### config.mk
export PLATFORM = sky130hd
export DESIGN_NAME = xor_parity_sched
export DESIGN_NICKNAME = d
export VERILOG_FILES = /design/src/rtl/xor_parity_sched_pkg.sv /design/src/rtl/xor_parity_sched_parity4_unit.sv /design/src/rtl/xor_parity_sched.sv
export SDC_FILE = /design/constraint.sdc
export NUM_CORES = 1
export LEC_CHECK = 0
export ABC_AREA = 1
export CAP_MARGIN = 15
export CORE_ASPECT_RATIO = 1.1
export CORE_MARGIN = 5
export CORE_UTILIZATION = 42
export CTS_BUF_LIST = sky130_fd_sc_hd__clkbuf_8 sky130_fd_sc_hd__clkbuf_16
export DETAILED_ROUTE_END_ITERATION = 10
export HOLD_SLACK_MARGIN = 0.12
export PLACE_DENSITY_LB_ADDON = 0.3
export SETUP_SLACK_MARGIN = 0.1
export SLEW_MARGIN = 20
export SYNTH_ARGS = -nofsm -noshare
export SYNTH_HDL_FRONTEND = slang
export SYNTH_HIERARCHICAL = 1
export SYNTH_SLANG_ARGS = --single-unit
### constraint.sdc
create_clock -name clk -period 1.75 [get_ports clk]
set_clock_uncertainty 0.05 [all_clocks]
set_input_delay 0.2625 -clock clk [delete_from_list [all_inputs] [get_ports clk]]
set_output_delay 0.2625 -clock clk [all_outputs]
set_load 0.005 [all_outputs]
### src/rtl/xor_parity_sched_pkg.sv
// Shared constants and state encoding for the XOR parity scheduler.
package xor_parity_sched_pkg;

  localparam int N_REQ          = 4;
  localparam int WORD_W_DEFAULT = 16;

  typedef enum logic [1:0] {
    IDLE = 2'd0,
    RUN  = 2'd1,
    DONE = 2'd2
  } state_t;

endpackage

### src/rtl/xor_parity_sched_parity4_unit.sv
// Shared 4-input XOR reduction; folds one nibble per cycle into the parity.
module parity4_unit (
  input  logic a,
  input  logic b,
  input  logic c,
  input  logic d,
  output logic y
);

  assign y = a ^ b ^ c ^ d;

endmodule

### src/rtl/xor_parity_sched.sv
// Round-robin arbiter over four requesters. The winner's word is latched
// and its parity is computed one nibble per cycle through a single shared
// 4-input XOR unit.
module xor_parity_sched #(
  parameter int WORD_W = xor_parity_sched_pkg::WORD_W_DEFAULT,
  parameter int N_REQ  = xor_parity_sched_pkg::N_REQ
) (
  input  logic                    clk,
  input  logic                    rst_n,
  input  logic [N_REQ-1:0]        req,
  input  logic [N_REQ*WORD_W-1:0] data,
  output logic [N_REQ-1:0]        gnt,
  output logic [1:0]              owner,
  output logic                    busy,
  output logic                    done,
  output logic                    parity
);

  import xor_parity_sched_pkg::*;

  localparam int NIB   = WORD_W / 4;
  localparam int CNT_W = (NIB > 1) ? $clog2(NIB) : 1;

  state_t              state;
  logic [1:0]          ptr;
  logic [CNT_W-1:0]    cnt;
  logic                acc;
  logic [WORD_W-1:0]   word_q;

  logic [3:0]          nib;
  logic                nib_par;
  logic                win_vld;
  logic [1:0]          win;
  logic [1:0]          cand;

  // Round-robin pick: first asserted req at or after ptr, wrapping.
  // Scanning from the far end lets the nearest candidate overwrite.
  always_comb begin
    win_vld = 1'b0;
    win     = ptr;
    cand    = ptr;
    for (int k = N_REQ - 1; k >= 0; k--) begin
      cand = ptr + 2'(k);
      if (req[cand]) begin
        win_vld = 1'b1;
        win     = cand;
      end
    end
  end

  assign nib = word_q[4*cnt +: 4];

  parity4_unit u_parity4 (
    .a (nib[0]),
    .b (nib[1]),
    .c (nib[2]),
    .d (nib[3]),
    .y (nib_par)
  );

  assign busy = (state != IDLE);

  // Control FSM: grant and latch, fold nibbles, then a one-cycle done.
  always_ff @(posedge clk or negedge rst_n) begin
    if (!rst_n) begin
      state  <= IDLE;
      gnt    <= '0;
      owner  <= '0;
      done   <= 1'b0;
      parity <= 1'b0;
      ptr    <= '0;
      cnt    <= '0;
      acc    <= 1'b0;
      word_q <= '0;
    end else begin
      case (state)
        IDLE: begin
          if (win_vld) begin
            gnt    <= N_REQ'(1) << win;
            owner  <= win;
            word_q <= data[win*WORD_W +: WORD_W];
            acc    <= 1'b0;
            cnt    <= '0;
            ptr    <= win + 2'd1;
            state  <= RUN;
          end
        end
        RUN: begin
          acc <= acc ^ nib_par;
          cnt <= cnt + 1'b1;
          if (cnt == CNT_W'(NIB - 1)) begin
            parity <= acc ^ nib_par;
            done   <= 1'b1;
            state  <= DONE;
          end
        end
        DONE: begin
          // Requests seen while busy stay pending and are arbitrated in IDLE.
          done  <= 1'b0;
          gnt   <= '0;
          state <= IDLE;
        end
        default: state <= IDLE;
      endcase
    end
  end

endmodule

Word-level counts from Yosys, hierarchy flattened
Index checks and enable logic that the tools add are counted.

$lt $le $gt $ge: 4. Mux-type cells: 27. Add/subtract/negate cells: 5. Reduce and logical (&&, ||, !) cells: 11. Bitwise gates (word level): 4. Shift operators: 3. Equality and inequality tests: 5.

Operators with widths (number): indexed part select 64 x 7 -> 16 bit (1); indexed part select 16 x 5 -> 4 bit (1); 2-to-1 mux 2 bit (7); less-than comparator 2 x 3 -> 1 bit, second input constant (4); AND reduction 2 bit (6); 2-to-1 mux 1 bit (10); binary-select mux 1 bit (select 2 bit) (4); case mux 2 bit (2 select lines) (2); case mux 4 bit (2 select lines) (1); nonzero test 2 bit (4); adder 2 x 1 -> 2 bit, second input constant (3); adder 2 bit, second input constant (2); equality test 2 bit, second input constant (2); 2-to-1 mux 4 bit (1); != test 2 bit, second input constant (2); case mux 1 bit (2 select lines) (2); << shifter 1 x 2 -> 4 bit, first input constant (1); bitwise XOR 1 bit (4); equality test 2 x 1 -> 1 bit, second input constant (1); zero test 2 bit (1).

Word-level logic and storage cells: 68. Output and inout port bits: 9. Flip-flop bits (word level): 31. Bits of input ports: 70.

Depth between registers and ports, before layout
Depth in word-level cells: 10. Mapped depth: 18. Depth with buffers taken out: 16.

By module
Netlist, hierarchy kept.

By module, submodules not included: xor_parity_sched (cells each 357, sequential area each 775.7 sq um, times used 1, area an instance 2336.0 sq um); parity4_unit (cells each 15, sequential area each 0.0 sq um, times used 1, area an instance 63.8 sq um).

Worst setup path before layout
OpenSTA, ideal clock, no wires.

Path type: register -> register. From: register ptr[0]. To: register word_q[8]. Slack: -0.021 ns. Library setup time: 0.117 ns. Period minus slack after synthesis: 1.771 ns. Arrival: 1.604 ns. Required time: 1.583 ns. Stages on the path, launching flop included: 19. Buffers on the path: 2. Path through: dfrtp_1 > buf_6 > inv_6 > nand2_1 > nand2_1 > nand2_1 > nand2_1 > inv_2 > nand2_4 > nand3_2 > nand2_4 > nand2_8 > buf_6 > nand2_1 > nand2_1 > nand2_1 > nand2_1 > nand2_1 > nand2_1.

Longest elaborated chain between the ends: 8. Elaborated cells between the ends (all ways): 21.

Ends and longest elaborated chain: start: declaration (RTL line xor_parity_sched.sv:25) `logic [1:0] ptr;`; start signal: assignment (RTL line xor_parity_sched.sv:84) `ptr <= win + 2'd1;`; adder 2 bit (RTL line xor_parity_sched.sv:43) `cand = ptr + 2'(k);`; binary-select mux 1 bit (select 2 bit) (RTL line xor_parity_sched.sv:44) `if (req[cand]) begin`; 2-to-1 mux 1 bit (implied by the code) (RTL line xor_parity_sched.sv:44); 2-to-1 mux 2 bit / 2-to-1 mux 1 bit (equally long branches) (4 in a row) (RTL line xor_parity_sched.sv:44); indexed part select 64 x 7 -> 16 bit / AND reduction 2 bit (equally long branches); end signal: assignment (RTL line xor_parity_sched.sv:81) `word_q <= data[win*WORD_W +: WORD_W];`; end: declaration (RTL line xor_parity_sched.sv:28) `logic [WORD_W-1:0] word_q;`.

Several ways; a longest one is shown, not always the timed one. The select of a mux whose other input is x is not followed. A chain may end at the register's enable or synchronous reset.

Worst setup path in the final report
From: register ptr[0]. To: register word_q[10].

The elaborated chain is that of the path after synthesis.

==> results.ini <==
[sta]
layout_min_cycle_time_ps=2010
tns_ps=-5070
worst_slew_pin_slew_ps=384
layout_setup_ws_ps=-262
post-route-period-util=1.15
finalSetupViolations=28
rsz0062_at_grt=true
finalMaxSlewViolations=0
finalHoldViolCount=0
fmax_mhz=497
timing.slew.headroom=0.744

[global_route]
track_usage=0.228
grt_remaining_overflow=0
grt_max_degree=32
grt_pass1_vias=2873
grt_pass1_wl_mm=12.9
antenna_found_initial=0

[clock_tree]
ctsRootBufferMaster=clkbuf_8
cts_max_path_buffers=2
ctsHtreeMaxLevel=2
cts_tree=done
clkTransAtPathRegs_ps=70
cts_hold_buf=0
insertion_delay_ps=290
clock_sinks=31
cts_made_buffers=5

[setup_path]
critical_path.cell_chain=buf_12, inv_12, nand2_4, nand2_4, nand2_4, nand2_2, inv_2, nand2_4, nand3_4, nand2_8, buf_4, buf_12, nand3b_1, nand3_1, nand2_1, nand2_1, nand2_1
slowest_delay_ps=400
cp_max_fo=8
cpMostUsedCell=nand2_4
crit_required_ps=1880
path_delay_family=simple AND/OR/NAND/NOR gates
critPathLaunch=ptr[0]$_DFFE_PN0P_
r2r-start=ptr[0]$_DFFE_PN0P_
cp_num_buf_inv=5
startpoint_type=flip-flop
critical_path_class=reg -> reg
crit_arrival_ps=2140
critPathSlowestCell=dfrtp_1
cp-end-kind=flip-flop

[final_layout]
seqCellArea_um2=779
antenna_cells=0
drive_gt1_frac=0.244
fillers=424
nets=557
multi_input_area_um2=1580
areaGrowthSynthToFinish_pct=68.0

[routing]
ant_nets=0
wl_per_cell_um=14.4
via_count=2898
drt_iter0_markers=169
route.detailed.drc=0
drt_pre_antenna_iters=5
wl_mm=8.12
vias_per_cell=5.16

[worst_hold_path]
worstHoldPathType=in -> async

[floorplan]
die_area_um2=7330
fp.dieW_um=82.1
io_pins=79
start_util=0.439
core_um2=5470
die_h_um=89.3
rows=28

[yosys]
yosys_warnings=6
synth_cells=372
ys_ff_latch=31
synth_area_um2=2400
yosysSeqAreaShare=0.323
synth_fp_nets=443
synth_cell_types=30
syn_avg_cell_area_um2=6.45

[flow_run]
maxCapViolCount=0

[power]
power_density_nw_per_um2=2370
vdd_ir_drop_max_uv=1130
p_leak_nw=2.04
p_total_mw=9.55

[placement]
dp_slack_ps=-392
dp_hpwl_mm=4.97
gp_congestion=0.849
io_buffers=78

[run_status]
status=complete, but fails checks
violations=setup timing

[where the power goes]
part	switching, mW	internal (mW)	total (mW)
Clock	0.270	0.271	0.542
Sequential	0.284	1.09	1.37
Combinational	4.22	3.42	7.64
Total	4.77	4.78	9.55
[worst register-to-register path, stage by stage (launching register included)]
cell	delay, ps
dfrtp_1	400
buf_12	160
inv_12	80
nand2_4	50
nand2_4	80
nand2_4	70
nand2_2	70
inv_2	50
nand2_4	100
nand3_4	90
nand2_8	110
buf_4	120
buf_12	120
nand3b_1	90
nand3_1	70
nand2_1	60
nand2_1	90
nand2_1	60
[timing repair]
item                                    CTS  global route
pin swaps                                 9            23
endpoints found under the setup margin   30            30
setup buffers                            10             3
resized for setup                        53            31
gates cloned                              7             1
endpoints found under the hold margin     0             0
[area by class of cell]
cell class | instances | area share
Multi-Input combinational cell | 284 | 0.393
Sequential cell | 31 | 0.193
Timing Repair Buffer | 122 | 0.324
Clock buffer | 5 | 0.0171
Tap cell | 75 | 0.0233
Inverter | 42 | 0.0456
Clock inverter | 3 | 0.00372
[final timing paths]
check | depth (start not counted) | slack [ps] | endpoint
worst max-delay path | 17 | -260 | word_q[10]$_DFFE_PN0P_
worst min-delay path | 2 | 310 | owner[0]$_DFFE_PN0P_
worst max register to register | 17 | -260 | word_q[10]$_DFFE_PN0P_
worst min register to register | 2 | 430 | word_q[14]$_DFFE_PN0P_
max in group asynchronous | 2 | 1040 | cnt[1]$_DFFE_PN0P_
min in group clk | 2 | 430 | word_q[14]$_DFFE_PN0P_
[Yosys cell counts (all sizes together)]
cell / number / area (um2)
a21oi: 1 / 5.00
buf: 16 / 118
clkbuf: 2 / 7.51
clkinv: 2 / 8.75
dfrtp: 31 / 776
ha: 1 / 12.5
inv: 40 / 155
nand2: 174 / 692
nand3: 43 / 230
nand3b: 16 / 120
nand4: 1 / 21.3
nor2: 18 / 85.1
nor3: 1 / 16.3
o211ai: 1 / 7.51
o21ai: 18 / 90.1
o22ai: 5 / 37.5
xnor2: 2 / 17.5
[metrics by stage]
| stage | hold WS, ps | cell area (um2) | cells | utilization |
|---|---|---|---|---|
| after detailed placement | 412 | 3390 | 533 | 0.621 |
| after CTS | 315 | 3900 | 558 | 0.713 |
| after global routing | 338 | 4030 | 562 | 0.738 |
| after floorplan | -83.1 | 2420 | 372 | - |
| final | 308 | 4030 | 562 | 0.738 |
| after global placement | 414 | 3390 | 533 | 0.621 |
[cells by family (layout without fill, tap and decap cells)]
| family | after synthesis | in the layout | share of synthesized area |
|---|---|---|---|
| and+or+nand+nor | 253 | 256 | 0.485 |
| AOI/OAI and AO/OA | 25 | 25 | 0.0584 |
| adders and majority gates | 1 | 1 | 0.00521 |
| buffers and inverters | 60 | 172 | 0.120 |
| DFF | 31 | 31 | 0.323 |
| xor gates and xnor gates | 2 | 2 | 0.00730 |
[flip-flops by register name, summed over array words and instances (netlist names)]
| register | count |
|---|---|
| acc | 1 |
| cnt | 2 |
| done | 1 |
| gnt | 4 |
| owner | 2 |
| parity | 1 |
| ptr | 2 |
| state | 2 |
| word_q | 16 |
[layout by cell type, fill, tap and decap left out, drive strengths merged, types with 2 or more instances in the layout]
cell type / synthesis / routed
o21ai: 18 / 18
clkinv: 2 / 5
nand2: 174 / 177
buf: 16 / 43
nor2: 18 / 18
nand3: 43 / 43
o22ai: 5 / 5
inv: 40 / 40
nand3b: 16 / 16
xnor2: 2 / 2
clkbuf: 2 / 6
clkdlybuf4s50: 0 / 77
dfrtp: 31 / 31
[metal layers]
layer / up-vias / GRT usage / wire length, um
li1: 1398 / - / -
met1: 1289 / 0.249 / 2940
met2: 179 / 0.413 / 4070
met3: 32 / 0.0585 / 757
met4: 0 / 0.101 / 348
met5: - / 0 / 0
Power figures use the tool's default switching activity.
